$ cat src/rtl/csa_seq_pkg.sv
// csa_seq_pkg: shared nibble width and sequencer state encoding
package csa_seq_pkg;
  localparam int NIB_W = 4;
  typedef enum logic [1:0] {IDLE = 2'd0, RUN = 2'd1, DONE = 2'd2} state_t;
endpackage

$ cat src/rtl/carry_select_adder.sv
// carry_select_adder: 4-bit adder, low pair rippled, high pair precomputed for both carries
module carry_select_adder
  import csa_seq_pkg::*;
(
  input  logic [NIB_W-1:0] a,
  input  logic [NIB_W-1:0] b,
  input  logic             c_in,
  output logic [NIB_W-1:0] sum,
  output logic             c_out
);
  logic [2:0] lo, h0, h1;
  assign lo = {1'b0, a[1:0]} + {1'b0, b[1:0]} + {2'b0, c_in};
  assign h0 = {1'b0, a[3:2]} + {1'b0, b[3:2]};
  assign h1 = {1'b0, a[3:2]} + {1'b0, b[3:2]} + 3'd1;
  assign sum = {lo[2] ? h1[1:0] : h0[1:0], lo[1:0]};
  assign c_out = lo[2] ? h1[2] : h0[2];
endmodule

$ cat src/rtl/csa_serial_sequencer.sv
// csa_serial_sequencer: adds WIDTH-bit operands one nibble per cycle through
// a single shared carry_select_adder, LSB nibble first, start/done handshake.
module csa_serial_sequencer
  import csa_seq_pkg::*;
#(
  parameter int WIDTH = 16
) (
  input  logic             clk,
  input  logic             rst_n,
  input  logic             start,
  input  logic [WIDTH-1:0] a_in,
  input  logic [WIDTH-1:0] b_in,
  input  logic             cin,
  output logic             busy,
  output logic             done,
  output logic [WIDTH-1:0] sum_out,
  output logic             cout_out
);
  localparam int N = WIDTH / NIB_W;
  localparam int CW = N > 1 ? $clog2(N) : 1;
  state_t state;
  logic [WIDTH-1:0] a_reg, b_reg, s_reg, s_next;
  logic c_reg, c_out;
  logic [CW-1:0] cnt;
  logic [NIB_W-1:0] nib;
  carry_select_adder u_add (
    .a    (a_reg[NIB_W-1:0]),
    .b    (b_reg[NIB_W-1:0]),
    .c_in (c_reg),
    .sum  (nib),
    .c_out(c_out)
  );
  // new nibble enters at the top; the bottom nibble of s_reg falls off
  assign s_next = WIDTH'({nib, s_reg} >> NIB_W);
  always_ff @(posedge clk or negedge rst_n) begin
    if (!rst_n) begin
      state <= IDLE;
      a_reg <= '0;
      b_reg <= '0;
      s_reg <= '0;
      c_reg <= 1'b0;
      cnt <= '0;
      busy <= 1'b0;
      done <= 1'b0;
      sum_out <= '0;
      cout_out <= 1'b0;
    end else begin
      case (state)
        IDLE: begin
          done <= 1'b0;
          if (start) begin
            a_reg <= a_in;
            b_reg <= b_in;
            c_reg <= cin;
            cnt <= '0;
            busy <= 1'b1;
            state <= RUN;
          end
        end
        RUN: begin
          a_reg <= a_reg >> NIB_W;
          b_reg <= b_reg >> NIB_W;
          s_reg <= s_next;
          c_reg <= c_out;
          cnt <= cnt + 1'b1;
          if (cnt == CW'(N - 1)) begin
            sum_out <= s_next;
            cout_out <= c_out;
            done <= 1'b1;
            state <= DONE;
          end
        end
        DONE: begin
          done <= 1'b0;
          busy <= 1'b0;
          state <= IDLE;
        end
        default: begin
          done <= 1'b0;
          busy <= 1'b0;
          state <= IDLE;
        end
      endcase
    end
  end
endmodule

$ cat config.mk
export PLATFORM = sky130hd
export DESIGN_NAME = csa_serial_sequencer
export DESIGN_NICKNAME = d
export VERILOG_FILES = /design/src/rtl/csa_seq_pkg.sv /design/src/rtl/carry_select_adder.sv /design/src/rtl/csa_serial_sequencer.sv
export SDC_FILE = /design/constraint.sdc
export NUM_CORES = 1
export LEC_CHECK = 0
export CORE_MARGIN = 1
export CORE_UTILIZATION = 56
export DETAILED_ROUTE_END_ITERATION = 10
export GPL_TIMING_DRIVEN = 0
export PLACE_DENSITY = 0.84
export SYNTH_ARGS = -nofsm -noshare
export SYNTH_HDL_FRONTEND = slang
export SYNTH_SLANG_ARGS = --single-unit
$ cat constraint.sdc
create_clock -name clk -period 4.15 [get_ports clk]
set_clock_uncertainty 0.05 [all_clocks]
set_input_delay 0.6225 -clock clk [delete_from_list [all_inputs] [get_ports clk]]
set_output_delay 0.6225 -clock clk [all_outputs]
set_load 0.01 [all_outputs]
==> results by stage, run 1 <==
Outcome:
- The flow ran to the end, and the final reports show no timing, DRC or antenna violations.

STA:
- Static timing analysis puts the maximum clock frequency at 0.5182 GHz.
- For the pin with the worst max-slew slack, the measured transition is 0.8246 ns.
- The final-layout setup total negative slack is 0 ns.
- Setup violations remaining at the end of the flow were counted as 0.
- The number of hold-slack violations in the final timing report is 0.
- The time the final worst path needs with I/O delays and setup is slightly below 2 ns.
- Setup repair after global routing left no endpoint under its margin.
- Measured against its own limit, the worst slew margin works out to 45.03%.
- Dividing the final minimum period by the clock period gives 46.50%.
- The count of final max-slew check failures came to 0.
- On the final layout, the worst hold slack is between 0.3 and 0.4 ns.

Clock tree:
- The clock reaches the later pin of the worst-skew pair after between 0.3 and 0.4 ns.
- The total of cells resized after clock tree synthesis is 0.
- The number of clock buffers added by TritonCTS is 9.
- The CTS tree is built.
- Clock-pin slew was measured on the worst setup and hold paths at about 0.07 ns.
- The clock passes through at most 2 buffers.
- The count of H-tree levels built during CTS is 3.
- The library cell used as clock root buffer is clkbuf_8.
- The hold buffer count at cts is 0.
- The total number of clock tree sinks is between 60 and 70.
- Buffers added to address setup during post-CTS repair amount to 0.

Route:
- The length of the first detailed-routing pass in iterations is 4.
- The per-cell routed wire length is roughly 14 microns.
- After detailed routing, the number of vias per cell comes to 5.243.
- The routed design has 5.887 mm of wire.
- Detailed routing inserted a total of about 2,200 vias.
- The total DRC errors in the routed layout is 0.
- In this run the remaining antenna-violating nets after routing total 0.
- The violation count after the first detailed-route iteration is 90.

Global routing:
- The number of antenna violations at the first check in global routing is 0.
- For this run, the total global-route usage over all layers was measured as 23.20%.
- The global-route wire length before repair is 9.549 mm.
- Entering global routing, the biggest net connects 69 pins.
- The total congestion overflow is 0.
- The number of global-route vias before repair is between 2,000 and 2,500.

Setup path:
- The delay contributed by the slowest stage of the critical path is 0.54 ns.
- The worst setup path is captured at an output port.
- The worst setup path category is flop to output port.
- The startpoint kind of the worst setup timing path is a flop.
- The combined buffer and inverter count along the critical path is 1.
- Among all stages on the critical path, the largest delay is contributed by clkdlybuf4s50_1.
- The arrival time at the worst endpoint is 1.26 ns.
- The data required time at the worst endpoint is approximately 3.5 ns.
- Traced cell by cell, the critical path runs through clkdlybuf4s50_1.
- The dominant delay contributor by cell family on the critical path is buffers and inverters.
- The largest fanout of any net on the critical path is 2.

Placed design:
- Including well taps, the total number of placed cells is 400.
- Input and output buffers added on the ports amount to 54.
- The HPWL reported at the end of detailed placement is 4.153 mm.
- The final RePlAce weighted congestion is 0.7471.

Floorplan:
- The width of the die is 75.70 microns.
- The die is 75.70 microns tall.
- The initial standard-cell utilization of the core is approximately three fifths.
- The total die area is 5730 sq um.
- The row count is 26.
- The area of the core is 5172 sq um.
- In this run the count of I/O pins placed on the die edge is 55.

Synth:
- Synthesis handed over a netlist of 276 instances.
- A synthesized cell averages 11.02 sq um.
- The number of nets handed over by synthesis was roughly 320.
- The count of cell types in the netlist is 26.
- Sequential cells were found to cover 55.94% of the synthesized design area.
- For this run, the number of Yosys warnings is 0.
- After synthesis the netlist holds a flip-flop and latch count of 68.
- After synthesis the cells add up to 3042 sq um.

Pwr:
- VDD sags by at most about 0.40 mV.
- In this run, the clock network consumes 21.7% of the power.
- The switching share of total power is ~34%.
- The power density relative to cell area is 794.4 nW/um^2.
- Internal power comes to 2.060 mW.
- The completed layout was analyzed and its total power is 3.112 mW.
- The static leakage is 1.845 nW.
- Summed over all nets, the switching power comes to 1.052 mW.
- The portion of total power attributed to combinational logic is 41.4%.
- The share of total power dissipated in sequential elements is 36.9%.

Layout:
- The layout has 360 filler cells.
- In the final layout, flip-flops and latches occupy 1702 sq um.
- The fraction of final layout cells sized beyond drive strength 1 is between 10% and 20%.
- The post-synthesis to final-layout area growth is 28.79%.
- The number of antenna cells inserted is 0.
- The net count of the finished layout is 383.
- The finished layout holds 416 standard cells, fillers aside.
- In the final layout, the multi-input gates occupy 1197 sq um.

Job:
- Max-cap violations in this run came to 0.

Hold path:
- The class of the tightest hold or removal check is input port to asynchronous set/reset pin.
-- path summary, 6_finish.rpt --
| path | startpoint | end | slack, ns | cells past startpoint |
|---|---|---|---|---|
| worst min register to register | s_reg[5]$_DFFE_PN0N_ | s_reg[5]$_DFFE_PN0N_ | 0.43 | 2 |
| worst min-delay path | rst_n | sum_out[7]$_DFFE_PN0P_ | 0.31 | 1 |
| min in group clk | s_reg[5]$_DFFE_PN0N_ | s_reg[5]$_DFFE_PN0N_ | 0.43 | 2 |
| max in group asynchronous | rst_n | sum_out[1]$_DFFE_PN0P_ | 3.19 | 1 |
| worst max register to register | a_reg[2]$_DFFE_PN0P_ | cout_out$_DFFE_PN0P_ | 2.33 | 6 |
| worst max-delay path | sum_out[12]$_DFFE_PN0P_ | sum_out[12] | 2.22 | 1 |
-- stage by stage --
stage	utilization [%]	area [sq um]	setup slack, ns
6_report	75.74	3918	2.220
3_5_place_dp	70.90	3667	2.038
3_3_place_gp	70.95	3670	0.1782
5_1_grt	75.74	3918	2.178
2_1_floorplan	-	3042	2.470
4_1_cts	75.74	3918	2.202
-- cell type report --
class / instances / area share, %
clock buffers: 12 / 3.960
plain buffers: 17 / 3.066
inverters: 6 / 0.5749
flip-flops and latches: 68 / 43.44
repair buffers: 54 / 13.73
multi-input cells: 185 / 30.57
clock inverters: 4 / 2.427
well taps: 70 / 2.236
-- layout by cell type (no fill, tap or decap), drive strengths merged, types with 2 or more instances in the layout --
master         netlist  layout
nand2               68      68
dfrtp               68      68
clkdlybuf4s50        0      53
o21ai               41      41
mux2i               25      25
clkbuf               6      18
mux2                13      13
buf                 11      12
a21oi               11      11
nor2b               10      10
inv                  6       6
nand2b               3       3
fa                   3       3
ha                   3       3
bufinv               0       3
nor2                 2       2
-- power groups by stage --
| stage | Clock (mW) | Sequential (mW) | Combinational [mW] |
|---|---|---|---|
| after detailed placement | 0 | 1.16 | 1.30 |
| after CTS | 0.682 | 1.15 | 1.30 |
| after global routing | 0.701 | 1.19 | 1.43 |
| final | 0.676 | 1.15 | 1.29 |
| after floorplan | 0 | 1.15 | 0.863 |
| after global placement | 0 | 1.14 | 1.25 |
-- Yosys cell counts --
library cell	n	area, sq um
and4bb_2	1	12.51
nor2_1	2	7.510
buf_8	2	30.03
mux2i_1	25	250.2
fa_1	3	60.06
clkbuf_1	5	18.77
o21ai_0	14	70.07
dfrtp_1	68	1702
buf_2	5	25.02
ha_1	3	37.54
inv_1	6	22.52
nand3b_1	1	7.510
a21oi_1	11	55.05
xnor2_1	1	8.760
a22o_1	1	8.760
mux2_2	2	22.52
nor2b_1	10	62.56
buf_4	1	7.510
nand2_1	68	255.2
buf_6	3	33.78
clkbuf_2	1	5.000
nand2b_1	3	18.77
xor2_1	1	8.760
o21ai_1	27	135.1
o21bai_2	1	11.26
mux2_4	11	165.2
-- metal layers --
layer	track usage (%)	part of all wire, %	vias up
li1	-	-	1044
met1	29.09	45	1072
met2	39.19	50	53
met3	4.101	3.6	12
met4	11.11	1.9	0
met5	0	0	-
-- logic make-up (layout without fill, tap and decap cells) --
kind of cell	Yosys count	after routing	share of synthesized area [%]
flip-flops	68	68	55.94
adder cells (fa/ha/maj)	6	6	3.209
XOR/XNOR	2	2	0.5760
AO/OA/AOI/OAI	54	54	9.214
AND/OR/NAND/NOR	85	85	11.97
multiplexers	38	38	14.40
buffers and inverters	23	93	4.689
Power figures use the tool's default switching activity.
==> inputs of run 2 (changes only) <==
- CORE_UTILIZATION: 56 -> 52
- PLACE_DENSITY: 0.84 -> 0.79
- clock period: 4.15 -> 1.8 ns (I/O delays scaled with it)
==> results by stage, run 2 (synthesis gave the netlist of run 1 again) <==
Setup path:
- In this run the critical register-to-register path is captured at s_reg[15]$_DFFE_PN0N_.
- The data required time at the worst endpoint came to 1.98 ns (-1.50 ns).
- For this design, the slowest cell found on the critical path is fa_2.
- STA classifies the critical path endpoint as a flop.
- The signal on the critical path passes through ha_2 -> fa_2 -> ha_4 -> mux2i_2 -> o21ai_0.
- The register-to-register path setup slack is -0.04 ns (-2.37 ns).
- The worst setup path category is flop to flop.
- The number of cells on the worst reg-to-reg path is 5 (-1).
- The largest fanout of any net on the critical path came to 2 (unchanged).
- The delay contributed by the slowest stage of the critical path was 0.61 ns (+0.07 ns).
- Tracing the worst setup path back leads to its startpoint at b_reg[2]$_DFFE_PN0P_.
- STA classifies the critical path startpoint as a flop.
- The beginning of the worst register-to-register path is b_reg[2]$_DFFE_PN0P_.
- The arrival time at the worst endpoint was 2.02 ns (+0.76 ns).

Pwr:
- The share of total power in the clock network came to 17.3% (-4.4 points).
- The power density relative to cell area is 1821 nW/um^2 (+130%).
- The overall power is 7.155 mW (+130%).
- The portion of total power attributed to combinational logic is 45.7% (+4.3 points).
- The static leakage is 1.837 nW (-0.44%).
- The share of power burned in registers is 37.0% (about the same).
- The worst-case vdd ir drop is 0.7912 mV (+96%).
- The internal power of the cells is 4.593 mW (+120%).
- The switching share of total power is 35.80% (+2.0 points).
- The switching component of the power is 2.561 mW (+140%).

Global routing:
- The pin count of the biggest net entering global routing was 69 (unchanged).
- The number of global-route vias before repair is 2,227 (+7.2%).
- The aggregate global-route resource usage is 22.90% (-0.30 points).
- The number of antenna violations at the first check in global routing is 0 (unchanged).
- The total congestion overflow is 0 (unchanged).
- The global-route wire length before repair is 10.50 mm (+10%).

Route:
- The total DRC errors in the routed layout is 0 (unchanged).
- The number of nets with antenna violations after routing is 0 (unchanged).
- The final wirelength is 6.121 mm (+4.0%).
- The violation count after the first detailed-route iteration is 111 (+23%).
- The vias per cell is 5.194 (-0.92%).
- The length of the first detailed-routing pass in iterations was 4 (unchanged).
- The per-cell routed wire length is 14.50 microns (+2.5%).
- The total vias in the final route is 2,192 (+0.50%).

STA:
- The time the final worst path needs with I/O delays and setup is approximately 1.8 ns.
- The final-layout setup total negative slack is -0.1225 ns (-0.1225 ns).
- The fraction of the cycle the final worst path needs is 102.3%.
- For this run, the top clock speed supported by timing is 0.5431 GHz.
- Setup repair after global routing could not meet its margin everywhere.
- The count of final max-slew check failures is 0 (unchanged).
- The post-route worst setup slack was -0.04128 ns (-2.262 ns).
- The worst hold-check slack came to -0.01884 ns (-0.3293 ns).
- The transition time of the tightest slew-check pin is 0.8394 ns (+0.01481 ns).
- The number of hold-slack violations in the final timing report is 34 (+34).
- The number of setup violations in the final report is 4 (+4).
- The relative max-transition margin is 44.04% (-0.99 points).

Layout:
- The most common library cell in the layout ignoring fill and taps is dfrtp_1.
- The final net count was 387 (+1.0%).
- The number of fill cells is 428 (+19%).
- The post-synthesis to final-layout area growth is 29.21%.
- The share of the core filled with cells in the final layout is 70.51% (-5.2 points).
- The fraction of final layout cells sized beyond drive strength 1 is 15.71% (+3.3 points).
- In the layout the commonest cells are dfrtp_1 (68), nand2_1 (67), clkdlybuf4s50_1 (53).
- The final design area excluding fillers is 3930 sq um (+0.32%).
- The number of antenna cells inserted is 0 (unchanged).

Floorplan:
- The top-level port count is 55 (unchanged).
- The initial standard-cell utilization of the core was 54.57% (-4.2 points).
- The area of the core is 5574 sq um (+7.8%).
- The total die area is 6159 sq um (+7.5%).
- The width of the die came to 78.48 microns (+3.7%).
- The height of the die is 78.48 microns (+3.7%).
- The row count is 27 (+3.8%).

Placed design:
- The HPWL reported at the end of detailed placement is 4.221 mm (+1.6%).
- The number of I/O port buffers is 54 (unchanged).
- The area after detailed placement came to 3670 sq um (about the same).
- The final RePlAce weighted congestion is 0.7497 (+0.35%).

Hold path:
- The class of the tightest hold or removal check is input port to asynchronous set/reset pin.

Clock tree:
- The total number of clock tree sinks is 68 (unchanged).
- The worst-case clock buffer depth is 2 (unchanged).
- The count of H-tree levels built during CTS is 3 (unchanged).
- The library cell used as clock root buffer is clkbuf_8.
- TritonCTS built the clock tree.
- The number of buffers created by CTS was 9 (unchanged).
- The clock-pin slew of the registers on the worst-case setup and hold paths is 0.08 ns (about the same).
- The worst-skew pair later-pin latency is 0.34 ns (about the same).

Job:
- The total of max-cap violations was 0 (unchanged).

Outcome:
- The flow ran to the end, but the final reports show violations.
- The checks that failed: negative hold slack, negative setup slack.
==> run 2: changes by cell type in the layout (fill, tap and decap cells not counted), moves of 2 or more <==
cell,change
bufinv_16,-2
clkbuf_8,-2
ha_1,-2
o21ai_1,+3
o21ai_0,-3
clkinv_4,+2
fa_2,+2
buf_4,+4
fa_1,-2
==> run 2: per-layer routing <==
metal | routed length (microns) | GRT usage, %
met1 | 2823 | 30.14
met2 | 2934 | 36.23
met3 | 234 | 3.837
met4 | 128 | 12.41
met5 | 0 | 0
==> run 2: how the worst max path moves through the flow <==
| stage | to | slack (ns) | depth (start not counted) |
|---|---|---|---|
| final | s_reg[15]$_DFFE_PN0N_ | -0.04 | 5 |
| after global routing | sum_out[15]$_DFFE_PN0P_ | -0.12 | 5 |
| after CTS | cout_out$_DFFE_PN0P_ | 0.003 | 6 |
| after detailed placement | cout_out$_DFFE_PN0P_ | -0.03 | 6 |
| after global placement | b_reg[15]$_DFFE_PN0P_ | -1.85 | 1 |
| after floorplan | sum_out[13]$_DFFE_PN0P_ | 0.12 | 5 |
==> run 2: stage by stage <==
step / std cells / setup WS, ns
after floorplan: 276 / 0.1197
after global placement: 402 / -1.847
after detailed placement: 402 / -0.02557
after CTS: 419 / 0.002913
after global routing: 422 / -0.1168
final: 422 / -0.04128
==> run 2: layout make-up <==
cell class                      instances  area, sq um  area share [%]
Sequential cell                        68         1702           43.30
Multi-Input combinational cell        185         1235           31.42
Timing Repair Buffer                   58        568.0           14.45
Clock buffer                           10        127.6           3.247
Buffer                                 17        120.1           3.056
Tap cell                               72        90.09           2.292
Clock inverter                          6        65.06           1.656
Inverter                                6        22.52          0.5731
==> run 2: timing repair <==
item                       4_1_cts  5_1_grt
setup buffers                    1        3
gates resized for setup          4        9
pin swaps                        2        8
setup endpoints to repair        4        5
gates cloned                     0        0
hold buffers                     0        0
==> run 2: power groups by stage <==
| stage | combinational (mW) | sequential (mW) | clock (mW) |
|---|---|---|---|
| 3_3_place_gp | 2.89 | 2.64 | 0 |
| 3_5_place_dp | 2.99 | 2.67 | 0 |
| 5_1_grt | 3.63 | 2.73 | 1.32 |
| 6_report | 3.27 | 2.64 | 1.24 |
| 2_1_floorplan | 1.99 | 2.65 | 0 |
| 4_1_cts | 3.04 | 2.65 | 1.26 |
==> run 2: worst max-delay path: cells and delay by family, from the launching register on <==
family | cells | cell delay, ns
fa+ha+maj | 3 | 1.02
mux | 1 | 0.16
flops | 1 | 0.39
compound gates | 1 | 0.10
